## src/rtl/wb_arbiter_pkg.sv

```systemverilog
// Shared constants for the GRF writeback arbiter: register-file geometry and
// well-known writeback source indices.
package wb_arbiter_pkg;

  localparam int GRF_ADDR_W = 5;
  localparam int GRF_ZERO   = 0;

  localparam logic [2:0] WB_SRC_PIPE = 3'd0;
  localparam logic [2:0] WB_SRC_MLU  = 3'd1;
  localparam logic [2:0] WB_SRC_CP0  = 3'd2;

  // Late producers rotate over 1..n_src-1; index 0 never enters the rotation.
  function automatic logic [2:0] rr_next(input logic [2:0] idx, input int n_src);
    return (int'(idx) >= n_src - 1) ? WB_SRC_MLU : idx + 3'd1;
  endfunction

endpackage

```

## src/rtl/wb_fifo.sv

```systemverilog
// Per-source writeback FIFO holding {address, data} entries with wrap-bit pointers.
// With WB_SCOREBOARD_EN it also exposes per-entry valid bits and addresses.
module wb_fifo #(
  parameter int DATA_W = 32,
  parameter int ADDR_W = 5,
  parameter int DEPTH  = 4
) (
  input  logic                clk,
  input  logic                reset,
  input  logic                flush,
  input  logic                push,
  input  logic                pop,
  input  logic [ADDR_W-1:0]   push_adr,
  input  logic [DATA_W-1:0]   push_data,
  output logic [ADDR_W-1:0]   head_adr,
  output logic [DATA_W-1:0]   head_data,
  output logic                full,
  output logic                empty
`ifdef WB_SCOREBOARD_EN
  ,
  output logic [DEPTH-1:0]        entry_valid,
  output logic [DEPTH*ADDR_W-1:0] entry_adr
`endif
);

  localparam int IDX_W = $clog2(DEPTH);
  localparam int PTR_W = IDX_W + 1;

  logic [ADDR_W-1:0] adr_mem  [DEPTH];
  logic [DATA_W-1:0] data_mem [DEPTH];
  logic [PTR_W-1:0]  wr_ptr;
  logic [PTR_W-1:0]  rd_ptr;
  logic              do_push;
  logic              do_pop;

  assign full      = (wr_ptr[IDX_W] != rd_ptr[IDX_W]) &&
                     (wr_ptr[IDX_W-1:0] == rd_ptr[IDX_W-1:0]);
  assign empty     = (wr_ptr == rd_ptr);
  assign do_push   = push && !full;
  assign do_pop    = pop && !empty;
  assign head_adr  = adr_mem[rd_ptr[IDX_W-1:0]];
  assign head_data = data_mem[rd_ptr[IDX_W-1:0]];

  always_ff @(posedge clk or negedge reset) begin
    if (!reset) begin
      wr_ptr <= '0;
      rd_ptr <= '0;
    end else if (flush) begin
      wr_ptr <= '0;
      rd_ptr <= '0;
    end else begin
      if (do_push) wr_ptr <= wr_ptr + PTR_W'(1);
      if (do_pop)  rd_ptr <= rd_ptr + PTR_W'(1);
    end
  end

  // Storage needs no reset: only slots between the pointers are ever observed.
  always_ff @(posedge clk) begin
    if (do_push && !flush) begin
      adr_mem[wr_ptr[IDX_W-1:0]]  <= push_adr;
      data_mem[wr_ptr[IDX_W-1:0]] <= push_data;
    end
  end

`ifdef WB_SCOREBOARD_EN
  logic [PTR_W-1:0] count;
  logic [IDX_W-1:0] slot_off;

  assign count = wr_ptr - rd_ptr;

  always_comb begin
    entry_valid = '0;
    entry_adr   = '0;
    slot_off    = '0;
    for (int i = 0; i < DEPTH; i++) begin
      slot_off = IDX_W'(i) - rd_ptr[IDX_W-1:0];
      entry_valid[i] = ({1'b0, slot_off} < count);
      entry_adr[i*ADDR_W +: ADDR_W] = adr_mem[i];
    end
  end
`endif

endmodule

```

## src/rtl/wb_arbiter.sv

```systemverilog
// GRF writeback arbiter: N_SRC buffered producers merged onto one registered write port.
// Optional WB_SCOREBOARD_EN adds the pending_mask output for the hazard unit.
module wb_arbiter
  import wb_arbiter_pkg::*;
#(
  parameter int N_SRC  = 3,
  parameter int DATA_W = 32,
  parameter int ADDR_W = GRF_ADDR_W,
  parameter int DEPTH  = 4
) (
  input  logic                    clk,
  input  logic                    reset,
  input  logic                    flush,
  input  logic [N_SRC-1:0]        src_valid,
  output logic [N_SRC-1:0]        src_ready,
  input  logic [N_SRC*ADDR_W-1:0] src_adr,
  input  logic [N_SRC*DATA_W-1:0] src_data,
  output logic                    regw_enable,
  output logic [ADDR_W-1:0]       regw_adr,
  output logic [DATA_W-1:0]       reg_write,
  output logic [2:0]              wb_src
`ifdef WB_SCOREBOARD_EN
  ,
  output logic [(2**ADDR_W)-1:0]  pending_mask
`endif
);

  logic [N_SRC-1:0]  fifo_full;
  logic [N_SRC-1:0]  fifo_empty;
  logic [N_SRC-1:0]  fifo_push;
  logic [N_SRC-1:0]  fifo_pop;
  logic [ADDR_W-1:0] head_adr  [N_SRC];
  logic [DATA_W-1:0] head_data [N_SRC];
  logic [2:0]        rr_ptr;
  logic              grant_valid;
  logic [2:0]        grant_idx;
  logic [ADDR_W-1:0] sel_adr;
  logic [DATA_W-1:0] sel_data;
  logic [7:0]        empty_pad;
  int                cand;

`ifdef WB_SCOREBOARD_EN
  logic [DEPTH-1:0]        entry_valid [N_SRC];
  logic [DEPTH*ADDR_W-1:0] entry_adr   [N_SRC];
`endif

  for (genvar i = 0; i < N_SRC; i++) begin : g_src
    // Writes to r0 complete the handshake but are never queued.
    assign src_ready[i] = !fifo_full[i] && !flush && reset;
    assign fifo_push[i] = src_valid[i] && src_ready[i] &&
                          (src_adr[i*ADDR_W +: ADDR_W] != ADDR_W'(GRF_ZERO));
    assign fifo_pop[i]  = grant_valid && (grant_idx == 3'(i)) && !flush;

    wb_fifo #(
      .DATA_W (DATA_W),
      .ADDR_W (ADDR_W),
      .DEPTH  (DEPTH)
    ) u_fifo (
      .clk         (clk),
      .reset       (reset),
      .flush       (flush),
      .push        (fifo_push[i]),
      .pop         (fifo_pop[i]),
      .push_adr    (src_adr[i*ADDR_W +: ADDR_W]),
      .push_data   (src_data[i*DATA_W +: DATA_W]),
      .head_adr    (head_adr[i]),
      .head_data   (head_data[i]),
      .full        (fifo_full[i]),
      .empty       (fifo_empty[i])
`ifdef WB_SCOREBOARD_EN
      ,
      .entry_valid (entry_valid[i]),
      .entry_adr   (entry_adr[i])
`endif
    );
  end

  // Source 0 wins outright; late producers are scanned starting at rr_ptr.
  always_comb begin
    grant_valid = 1'b0;
    grant_idx   = WB_SRC_PIPE;
    cand        = 0;
    empty_pad   = '1;
    empty_pad[N_SRC-1:0] = fifo_empty;
    if (!empty_pad[WB_SRC_PIPE]) begin
      grant_valid = 1'b1;
    end else begin
      for (int j = 0; j < N_SRC - 1; j++) begin
        cand = int'(rr_ptr) + j;
        if (cand > N_SRC - 1) cand = cand - (N_SRC - 1);
        if (!grant_valid && !empty_pad[cand[2:0]]) begin
          grant_valid = 1'b1;
          grant_idx   = cand[2:0];
        end
      end
    end
  end

  always_comb begin
    sel_adr  = '0;
    sel_data = '0;
    for (int i = 0; i < N_SRC; i++) begin
      if (grant_idx == 3'(i)) begin
        sel_adr  = head_adr[i];
        sel_data = head_data[i];
      end
    end
  end

  if (N_SRC > 1) begin : g_rr
    always_ff @(posedge clk or negedge reset) begin
      if (!reset) begin
        rr_ptr <= WB_SRC_MLU;
      end else if (!flush && grant_valid && grant_idx != WB_SRC_PIPE) begin
        rr_ptr <= rr_next(grant_idx, N_SRC);
      end
    end
  end else begin : g_no_rr
    assign rr_ptr = WB_SRC_MLU;
  end

  always_ff @(posedge clk or negedge reset) begin
    if (!reset) begin
      regw_enable <= 1'b0;
      regw_adr    <= '0;
      reg_write   <= '0;
      wb_src      <= '0;
    end else if (flush || !grant_valid) begin
      regw_enable <= 1'b0;
      regw_adr    <= '0;
      reg_write   <= '0;
      wb_src      <= '0;
    end else begin
      regw_enable <= 1'b1;
      regw_adr    <= sel_adr;
      reg_write   <= sel_data;
      wb_src      <= grant_idx;
    end
  end

`ifdef WB_SCOREBOARD_EN
  always_comb begin
    pending_mask = '0;
    for (int i = 0; i < N_SRC; i++) begin
      for (int e = 0; e < DEPTH; e++) begin
        if (entry_valid[i][e]) pending_mask[entry_adr[i][e*ADDR_W +: ADDR_W]] = 1'b1;
      end
    end
    if (regw_enable) pending_mask[regw_adr] = 1'b1;
    pending_mask[0] = 1'b0;
  end
`endif

endmodule

```

## config.mk

```make
export PLATFORM = sky130hd
export DESIGN_NAME = wb_arbiter
export DESIGN_NICKNAME = d
export VERILOG_FILES = /design/src/rtl/wb_arbiter_pkg.sv /design/src/rtl/wb_fifo.sv /design/src/rtl/wb_arbiter.sv
export SDC_FILE = /design/constraint.sdc
export NUM_CORES = 1
export LEC_CHECK = 0
export CORE_MARGIN = 2
export CORE_UTILIZATION = 35
export CTS_CLUSTER_DIAMETER = 100
export CTS_CLUSTER_SIZE = 24
export DETAILED_ROUTE_END_ITERATION = 10
export GPL_TIMING_DRIVEN = 0
export SYNTH_ARGS = -nofsm -noshare
export SYNTH_HDL_FRONTEND = slang
export SYNTH_HIERARCHICAL = 1
export SYNTH_SLANG_ARGS = --single-unit
```

## constraint.sdc

```tcl
create_clock -name clk -period 4.39 [get_ports clk]
set_input_delay 0.6585 -clock clk [delete_from_list [all_inputs] [get_ports clk]]
set_output_delay 0.6585 -clock clk [all_outputs]
set_load 0.05 [all_outputs]
```

==> key figures, run 1 <==
Route
  • Vias: 10,417
  • Avg WL per Cell: 23.9 µm
  • DRC viols: 0
  • Routed wire length: 48,000 µm
  • Avg Vias per Cell: 5.18
  • Post-DRT Antenna Nets: 0
  • Iter 0 DRT Violations: 958
  • Drt first pass iters: 5

Run status
  • Status: completed

Yosys
  • Ys flop type: edfxtp_1
  • Seq cells post-synth: 506
  • Ys Warns: 6
  • Synth area leader: edfxtp_1
  • Asr flop ratio synth: 0.123
  • Syn Nets: 1,161
  • Top cells by area, synth: edfxtp_1, mux4_2, dfrtp_1, a221o_1, ha_1
  • Post-synth EDFFs: 444
  • Post-synth top area share: 0.659
  • Cells after synthesis: 1,022
  • Synth Area per Inst: 19.8 µm²
  • Post-Synthesis Cell Area: 0.0202 mm²
  • Register area share after synthesis: 0.736
  • Synth cell types: 60

Timing
  • Hold slack: 0.0658 ns
  • Final setup viols: 0
  • Fin. Hold Viols: 0
  • Fin Setup TNS: 0 ns
  • Worst Max-Slew Pin Slew: 0.890 ns
  • Final critical-path share of the clock period: 0.928
  • Max_slew headroom: 0.406
  • Slew Limit Fails: 0
  • Final min period: 4.07 ns
  • FMAX: 0.246 GHz
  • Layout Skew: 0.0246 ns

Placement
  • DP Cell Count: 1,965
  • I/O Buffers: 160
  • Placed cell area: 0.0232 mm²
  • GPL Wtd Cong: 0.827
  • Post-DP HPWL: 33,900 µm

Power and ir drop
  • LEAKAGE: 7.64 nW
  • Sequential Power Share: 0.508
  • Total power: 10.8 mW
  • P_sw: 3.28 mW
  • Clock power frac: 0.239
  • PwrDens: 449 mW/mm²
  • Comb power frac: 0.253
  • Switching share of power: 0.304
  • Pint: 7.51 mW
  • Worst-case vdd ir drop: 469 µV

Finish
  • FF+latch area: 0.0149 mm²
  • Multi-input logic area: 0.00510 mm²
  • Area grow syn2layout: 18.8%
  • Fillers: 5,064
  • Layout cell share with drive strength beyond 1: 0.211
  • Post-route insts no fill: 2,012
  • Final Cell Area: 0.0240 mm²
  • Final nets: 1,366

GRT
  • Gr ovfl total: 0
  • First-pass GRT wire length: 69,700 µm
  • Initial antenna violation count: 8
  • Largest net degree at the start of global routing: 64
  • Vias in the first global route: 10,641
  • GRT Total Usage: 0.159

Critical path
  • Slowest CP cell: dfrtp_1
  • Top Family by Delay on Critical Path: simple AND/OR/NAND/NOR gates
  • Kind of critical path: flop to flop
  • Max stage delay on crit path: 0.40 ns
  • Worst R2R Start: g_src[2].u_fifo/rd_ptr[1]$_DFFE_PN0P_
  • FF-to-FF setup slack: 0.32 ns
  • Crit path launch type: flop
  • Crit path arrival time: 4.55 ns
  • Worst path required time: 4.87 ns
  • R2R cell count: 17
  • Worst path bufs/invs: 4
  • CP max FO: 10
  • Crit end category: flop
  • Critical-path cell list: buf_2 > xnor2_4 > nand2_1 > nor2_1 > nor2_1 > a31oi_1 > and3_4 > nand2_1 > a22oi_2 > ha_2 > clkbuf_4 > clkbuf_2 > inv_1 > nor2_2 > nor3b_1 > o21ai_0 > o311ai_1
  • FF-to-FF End: g_src[1].u_fifo/rd_ptr[0]$_DFFE_PN0P_

Clock network
  • Worst skew pair latency: 0.59 ns
  • Clk pin slew, worst setup/hold paths: 0.10 ns
  • Clock Sinks: 506
  • CTS root buf: clkbuf_16
  • Clock buffer count from CTS: 25
  • Post-CTS setup buffer count: 0
  • Max Buffers Root-to-Sink: 3
  • Max H-tree Level: 1
  • CTS tree: done

Die
  • Number of I/O pins: 161
  • Die width: 244 µm
  • Die H: 244 µm
  • DIE AREA: 0.0597 mm²
  • FP Rows: 88
  • Initial core utilization: 0.352
  • Core area: 0.0574 mm²

Min path
  • HP Class: primary input to async pin

Flow run
  • Max cap viols: 0
-- power by group through the flow --
stage	combinational [mW]	sequential (mW)	clock [mW]
5_1_grt	2.90	5.49	2.81
3_3_place_gp	2.70	5.59	0
3_5_place_dp	2.74	5.58	0
2_1_floorplan	1.28	5.97	0
6_report	2.73	5.48	2.58
4_1_cts	2.76	5.48	2.65
-- area by class of cell --
type,count,share of cell area
sequential,506,0.620
clock inverter,4,0.00193
inverter,20,0.00313
antenna,1,0.000104
buffer,56,0.0134
multi-input combinational,440,0.212
timing repair buffer,178,0.0804
tap,765,0.0399
clock buffer,42,0.0287
-- cells in the final DEF (no fill, tap or decap), types with 7 or more instances in the layout --
cell type / synthesis / layout
clkbuf_1: 30 / 42
nand4_1: 7 / 7
nand2b_1: 11 / 11
edfxtp_1: 444 / 444
clkbuf_16: 0 / 25
clkdlybuf4s50_1: 0 / 159
a31oi_1: 11 / 11
o21ai_0: 48 / 48
ha_1: 22 / 21
nor2_1: 20 / 18
buf_2: 12 / 12
nor2_2: 39 / 39
mux4_2: 111 / 111
inv_1: 19 / 19
buf_8: 0 / 7
buf_6: 10 / 11
and2_2: 1 / 10
dfrtp_1: 61 / 61
a221o_1: 37 / 37
buf_12: 0 / 8
nand2_1: 13 / 13
-- stage by stage --
step,util,worst slack (ns)
after floorplan,-,0.145
after global placement,0.397,-4.50
after detailed placement,0.404,-0.676
after CTS,0.417,0.0521
after global routing,0.418,-0.00897
final,0.419,0.317
-- cell families after synthesis --
logic type      count (synthesis)  synth area share
other cells                     1          0.000185
flops                         506             0.736
buf+inv                        76            0.0192
compound gates                148            0.0566
fa+ha+maj                      22            0.0136
xor+xnor                       19            0.0105
simple gates                  137            0.0391
mux                           113             0.125
-- cell usage after synthesis, types with 12 or more instances --
| cell type | n |
|---|---|
| a221o_1 | 37 |
| and2_1 | 12 |
| buf_2 | 12 |
| clkbuf_1 | 30 |
| dfrtp_1 | 61 |
| edfxtp_1 | 444 |
| ha_1 | 22 |
| inv_1 | 19 |
| mux4_2 | 111 |
| nand2_1 | 13 |
| nor2_1 | 20 |
| nor2_2 | 39 |
| o21ai_0 | 48 |
-- routing by layer --
layer | track usage | wire (µm) | vias to the layer above | share of wire
li1 | - | - | 4592 | -
met1 | 0.216 | 20600 | 5477 | 0.43
met3 | 0.0301 | 2460 | 54 | 0.051
met4 | 0.0404 | 1260 | 12 | 0.026
met5 | 0 | 69 | - | 0.0014
met2 | 0.265 | 23700 | 282 | 0.49
-- worst register-to-register path, stage by stage, from the launching register on --
cell      delay [ns]
dfrtp_1         0.40
buf_2           0.20
xnor2_4         0.29
nand2_1         0.19
nor2_1          0.26
nor2_1          0.09
a31oi_1         0.17
and3_4          0.23
nand2_1         0.06
a22oi_2         0.30
ha_2            0.33
clkbuf_4        0.28
clkbuf_2        0.32
inv_1           0.10
nor2_2          0.23
nor3b_1         0.30
o21ai_0         0.13
o311ai_1        0.10
-- repair_timing --
| item | in CTS | in global routing |
|---|---|---|
| hold buffers | 0 | 0 |
| resized for setup | 9 | 12 |
| pin swaps | 0 | 0 |
| gates cloned | 0 | 0 |
| endpoints found under the setup margin | 38 | 13 |
-- registers in the layout, indices dropped and copies added, names as in the netlist --
name,flops
g_src.u_fifo/adr_mem,60
reg_write,32
g_src.u_fifo/data_mem,384
regw_adr,5
rr_ptr,3
wb_src,3
g_src.u_fifo/wr_ptr,9
g_src.u_fifo/rd_ptr,9
regw_enable,1
-- how the worst max path moves through the flow --
stage	startpoint	end	slack (ns)	depth (start not counted)
floorplan	g_src[0].u_fifo/wr_ptr[1]$_DFFE_PN0P_	g_src[0].u_fifo/adr_mem[0][0]$_DFFE_PP_	0.14	8
global placement	reset	g_src[1].u_fifo/data_mem[0][12]$_DFFE_PP_	-4.50	6
detailed placement	g_src[0].u_fifo/rd_ptr[1]$_DFFE_PN0P_	reg_write[22]$_DFF_PN0_	-0.68	16
CTS	g_src[0].u_fifo/rd_ptr[0]$_DFFE_PN0P_	g_src[1].u_fifo/rd_ptr[0]$_DFFE_PN0P_	0.05	17
global route	g_src[2].u_fifo/wr_ptr[0]$_DFFE_PN0P_	g_src[1].u_fifo/rd_ptr[0]$_DFFE_PN0P_	-0.009	16
finish	g_src[2].u_fifo/rd_ptr[1]$_DFFE_PN0P_	g_src[1].u_fifo/rd_ptr[0]$_DFFE_PN0P_	0.32	17
Power figures use the tool's default switching activity.
==> run 2: changes to the inputs <==
- HOLD_SLACK_MARGIN: default -> 0.03
- SKIP_CTS_REPAIR_TIMING: default -> 1
==> run 2 against run 1 <==
Compared with the run above:
- combinational power is essentially flat
- clock skew is essentially flat
- design area is essentially flat
- critical path depth shrank 2
- via count is essentially flat
==> key figures, run 2 (same netlist as run 1, synthesis figures left out) <==
Placement
  • Placed cell area: 0.0232 mm²
  • GPL Wtd Cong: 0.827
  • I/O Buffers: 160
  • Post-DP HPWL: 33,900 µm

Clock network
  • Clock buffer count from CTS: 25
  • Max Buffers Root-to-Sink: 3
  • Clock Sinks: 506
  • CTS tree: done
  • CTS root buf: clkbuf_16
  • Max H-tree Level: 1
  • Clk pin slew, worst setup/hold paths: 0.10 ns
  • Worst skew pair latency: 0.59 ns

Finish
  • Final Cell Area: 0.0240 mm²
  • Post-layout util: 0.419
  • Fillers: 5,063
  • Area grow syn2layout: 18.7%
  • Layout cell share with drive strength beyond 1: 0.210
  • FF+latch area: 0.0149 mm²
  • Max reg flops: 384
  • Commonest non-fill, non-tap cell in the layout: edfxtp_1
  • Multi-input logic area: 0.00510 mm²
  • Final nets: 1,366
  • Commonest cells after routing, fill and taps aside: edfxtp_1, clkdlybuf4s50_1, mux4_2

Critical path
  • FF-to-FF End: reg_write[22]$_DFF_PN0_
  • Crit path launch type: flop
  • R2R cell count: 15
  • Worst R2R Start: g_src[2].u_fifo/rd_ptr[1]$_DFFE_PN0P_
  • Crit end category: flop
  • FF-to-FF setup slack: 0.29 ns
  • Worst path required time: 4.87 ns
  • CP max FO: 10
  • Kind of critical path: flop to flop
  • Crit path arrival time: 4.58 ns

GRT
  • Initial antenna violation count: 8
  • GRT Total Usage: 0.159
  • Gr ovfl total: 0
  • Largest net degree at the start of global routing: 64
  • M2 GR Usage: 0.265
  • Grt met1 use: 0.216
  • First-pass GRT wire length: 69,700 µm
  • GRT met3 Usage: 0.0301
  • Vias in the first global route: 10,641
  • GRT Max-Usage Layer: met2

Timing
  • Max_slew headroom: 0.406
  • Final setup viols: 0
  • Worst Max-Slew Pin Slew: 0.890 ns
  • FMAX: 0.244 GHz
  • Slew Limit Fails: 0
  • Final critical-path share of the clock period: 0.933
  • Final min period: 4.10 ns
  • Hold slack: 0.0655 ns
  • Fin. Hold Viols: 0
  • Layout Skew: 0.0244 ns

Power and ir drop
  • Total power: 10.8 mW
  • LEAKAGE: 7.64 nW
  • Worst-case vdd ir drop: 469 µV
  • PwrDens: 449 mW/mm²

Route
  • Drt first pass iters: 5
  • Avg Vias per Cell: 5.17
  • Post-DRT Antenna Nets: 0
  • Iter 0 DRT Violations: 956
  • Routed wire length: 48,000 µm
  • Vias: 10,412
  • DRC viols: 0
  • Avg WL per Cell: 23.9 µm

Die
  • FP Rows: 88
  • Die width: 244 µm
  • Die H: 244 µm
  • DIE AREA: 0.0597 mm²
  • Core area: 0.0574 mm²
  • Initial core utilization: 0.352
  • Number of I/O pins: 161

Min path
  • HP Class: primary input to async pin

Run status
  • Status: completed

Flow run
  • Max cap viols: 0
## run 2: cell types whose count changed in the layout (fill, tap and decap cells not counted)
cell / delta
clkbuf_1: +1
clkbuf_2: -1
## run 2: per-layer routing
| metal | up-vias | part of all wire |
|---|---|---|
| met4 | 12 | 0.026 |
| met5 | - | 0.0014 |
| met1 | 5472 | 0.43 |
| met2 | 282 | 0.49 |
| met3 | 54 | 0.051 |
| li1 | 4592 | - |
## run 2: power breakdown
part / total [mW] / switching (mW) / leakage, nW / internal, mW
Sequential: 5.48 / 0.0894 / 4.85 / 5.39
Clock: 2.58 / 1.48 / 0.353 / 1.10
Combinational: 2.73 / 1.71 / 2.44 / 1.01
## run 2: how the worst max path moves through the flow
stage                                           from                                         to  slack [ns]  cells after the start
2_1_floorplan  g_src[0].u_fifo/wr_ptr[1]$_DFFE_PN0P_    g_src[0].u_fifo/adr_mem[0][0]$_DFFE_PP_        0.14                      8
3_3_place_gp                                   reset  g_src[1].u_fifo/data_mem[0][12]$_DFFE_PP_       -4.50                      6
3_5_place_dp   g_src[0].u_fifo/rd_ptr[1]$_DFFE_PN0P_                    reg_write[22]$_DFF_PN0_       -0.68                     16
4_1_cts        g_src[0].u_fifo/rd_ptr[1]$_DFFE_PN0P_                    reg_write[22]$_DFF_PN0_       -0.68                     16
5_1_grt        g_src[2].u_fifo/wr_ptr[0]$_DFFE_PN0P_      g_src[1].u_fifo/rd_ptr[0]$_DFFE_PN0P_      -0.008                     16
6_report       g_src[2].u_fifo/rd_ptr[1]$_DFFE_PN0P_                    reg_write[22]$_DFF_PN0_        0.29                     15
## run 2: critical path, stage by stage (launching register included)
cell,delay [ns]
dfrtp_1,0.40
buf_2,0.20
xnor2_4,0.29
nand2_1,0.19
nor2_1,0.26
nor2_1,0.09
a31oi_1,0.17
and3_4,0.23
nand2_1,0.06
a22oi_2,0.30
ha_2,0.32
clkbuf_4,0.28
clkbuf_1,0.49
a221o_1,0.37
o21ai_0,0.14
nor2_2,0.20
## run 2: area by class of cell
cell class / count / area share
Tap cell: 765 / 0.0399
Sequential cell: 506 / 0.620
Multi-Input combinational cell: 440 / 0.212
Buffer: 56 / 0.0133
Clock buffer: 42 / 0.0287
Inverter: 20 / 0.00313
Clock inverter: 4 / 0.00193
Antenna cell: 1 / 0.000104
Timing Repair Buffer: 178 / 0.0804
## run 2: stage by stage
stage / TNS (ns) / setup slack, ns / instances
floorplan: 0 / 0.145 / 1022
global placement: -1545.60 / -4.50 / 1947
detailed placement: -16.66 / -0.676 / 1965
CTS: -17.97 / -0.684 / 2011
global route: -0.00947 / -0.00830 / 2011
finish: 0 / 0.292 / 2012
==> RTL edit (flow settings as in run 2) <==
`DEPTH` is set to 4 in 2 places; all go to 8.
--- a/src/rtl/wb_fifo.sv
+++ b/src/rtl/wb_fifo.sv
@@ -5,3 +5,3 @@
   parameter int ADDR_W = 5,
-  parameter int DEPTH  = 4
+  parameter int DEPTH  = 8
 ) (
--- a/src/rtl/wb_arbiter.sv
+++ b/src/rtl/wb_arbiter.sv
@@ -8,3 +8,3 @@
   parameter int ADDR_W = GRF_ADDR_W,
-  parameter int DEPTH  = 4
+  parameter int DEPTH  = 8
 ) (
Behaviour: no difference found for any inputs over 4 cycles, from zero or initial values and one cycle with reset low; that may be too few to reach the edited logic, so the function may still have changed.
==> RTL edit against run 2 <==
- worst hold slack better by 0.0013 ns
- die area is 88% higher
- routed wire length is 100% higher
- global-route usage is 0.98 points higher
- register-to-register slack worse by 0.11 ns
- sequential cell count is 450 higher
- clock skew is 0.029 ns higher
- total power is 50% higher
- non-clock buffer count is 113 higher
- fmax is 4.0% lower
- setup slack worse by 0.17 ns
- final area is 87% higher
- combinational power is 56% lower
- area after synthesis is 90% higher
==> RTL edit: results (changes against run 2) <==
stage,metric,value,unit,change
synthesis,asr flop ratio synth,0.0711,,-0.0514
global_routing,met1 Use GR,0.231,,+0.0152
cells_and_area,fill cell count,9355,,+85%
run_status,status,finished clean,,
global_routing,largest net degree at the start of global routing,53,,-17%
cells_and_area,fin cells,3510,,+74%
placed_design,HPWL Detailed,67.5,mm,+99%
clocking,CTS buffer count,47,,+88%
pwr,Clock Power Share,0.302,,+0.063
sta,worst hold slack,0.0668,ns,+0.00130 ns
global_routing,total track usage,0.169,,+0.00980
drt,DR WL met2,45.8,mm,+93%
global_routing,first-pass GRT wire length,136,mm,+96%
global_routing,initial antenna violation count,22,,+14
clocking,H-tree Lvls,2,,+1
drt,routed length on met3,7.13,mm,+190%
clocking,clock latency on the worst-skew pair,0.65,ns,+0.06 ns
cells_and_area,fraction of layout cells with a size suffix above 1,0.285,,+0.0751
cells_and_area,nets,2184,,+60%
pwr,net load switching power,0.00363,W,+11%
global_routing,M2 GR Usage,0.270,,+0.00485
critical_path,flop2flop setup slack,0.18,ns,-0.11 ns
synthesis,syn nets,1896,,+63%
worst_hold_path,HP Class,input port to asynchronous set/reset pin,,
drt,first-iteration detailed-routing DRC count,2032,,+110%
synthesis,Netlist cell types,67,,+12%
synthesis,largest cells by area after synthesis,"edfxtp_1, mux4_2, dfrtp_1",,
critical_path,Worst path max stage delay,0.82,ns,+0.33 ns
pwr,VDD IR max,0.000222,V,-53%
placed_design,Placed Cells,3414,,+74%
drt,via/cell ratio,5.34,,+3.2%
sta,Setup Skew,0.0530,ns,+0.0286 ns
critical_path,CP arrival,4.59,ns,about the same
synthesis,"EDFF count, synth",888,,+100%
synthesis,register area share after synthesis,0.739,,+0.00250
placed_design,gp weighted congestion,0.836,,+1.2%
critical_path,Crit Path Max Fanout,14,,+4
synthesis,Post-Syn Instances,1766,,+73%
drt,mean routed wirelength per cell,27.3,µm,+15%
drt,met1 wire length,39.2,mm,+91%
drt,first-pass iteration count of the detailed router,5,,unchanged
pwr,Leak Pwr,14.0,nW,+83%
sta,worst slew pin tran,1.37,ns,+0.477 ns
cells_and_area,Largest register FFs,768,,+100%
critical_path,"slowest stage cell, crit path",clkdlybuf4s50_1,,
synthesis,synth cell count leaders,"edfxtp_1, mux4_2, dfrtp_1, mux2_4, mux2_2",,
pwr,power in combinational cells,0.00120,W,-56%
global_routing,GRT met3 Usage,0.0319,,+0.00187
RTL edit: kinds of logic after synthesis:
kind of cell               count (synthesis)  share of synthesized area
AOI/OAI and AO/OA                        116                     0.0246
and+or+nand+nor                          187                     0.0297
buffers and inverters                    121                     0.0195
adders and majority gates                 13                    0.00424
other                                      1                  0.0000977
muxes                                    353                      0.178
xor gates and xnor gates                  19                    0.00551
DFF                                      956                      0.739
RTL edit: cell type report:
type	count	area, µm²	share of cell area
Buffer	109	714	0.0159
Multi-Input combinational cell	690	9650	0.215
Clock inverter	7	95.1	0.00212
Sequential cell	956	28400	0.632
Clock buffer	80	1300	0.0289
Antenna cell	4	10.0	0.000223
Inverter	12	45.0	0.00100
Timing Repair Buffer	238	2970	0.0660
Tap cell	1414	1770	0.0394
RTL edit: per-stage QoR:
step	TNS, ns	worst slack (ns)	power [W]	area (µm²)
after detailed placement	-148.91	-0.914	0.0115	43400
after floorplan	-63.82	-0.492	0.0109	38600
final	0	0.122	0.0162	44900
after CTS	-23.89	-0.968	0.0163	44800
after global routing	0	0.0364	0.0167	44900
after global placement	-4761.48	-6.72	0.0114	42000
RTL edit: final timing paths:
kind | startpoint | cells after the start | to
max | flush | 9 | g_src[1].u_fifo/data_mem[3][5]$_DFFE_PP_
min | reset | 2 | reg_write[21]$_DFF_PN0_
max reg2reg | rr_ptr[0]$_DFFE_PN1P_ | 16 | g_src[1].u_fifo/rd_ptr[0]$_DFFE_PN0P_
min reg2reg | rr_ptr[0]$_DFFE_PN1P_ | 2 | rr_ptr[0]$_DFFE_PN1P_
max in group asynchronous | reset | 2 | reg_write[13]$_DFF_PN0_
min in group clk | rr_ptr[0]$_DFFE_PN1P_ | 2 | rr_ptr[0]$_DFFE_PN1P_
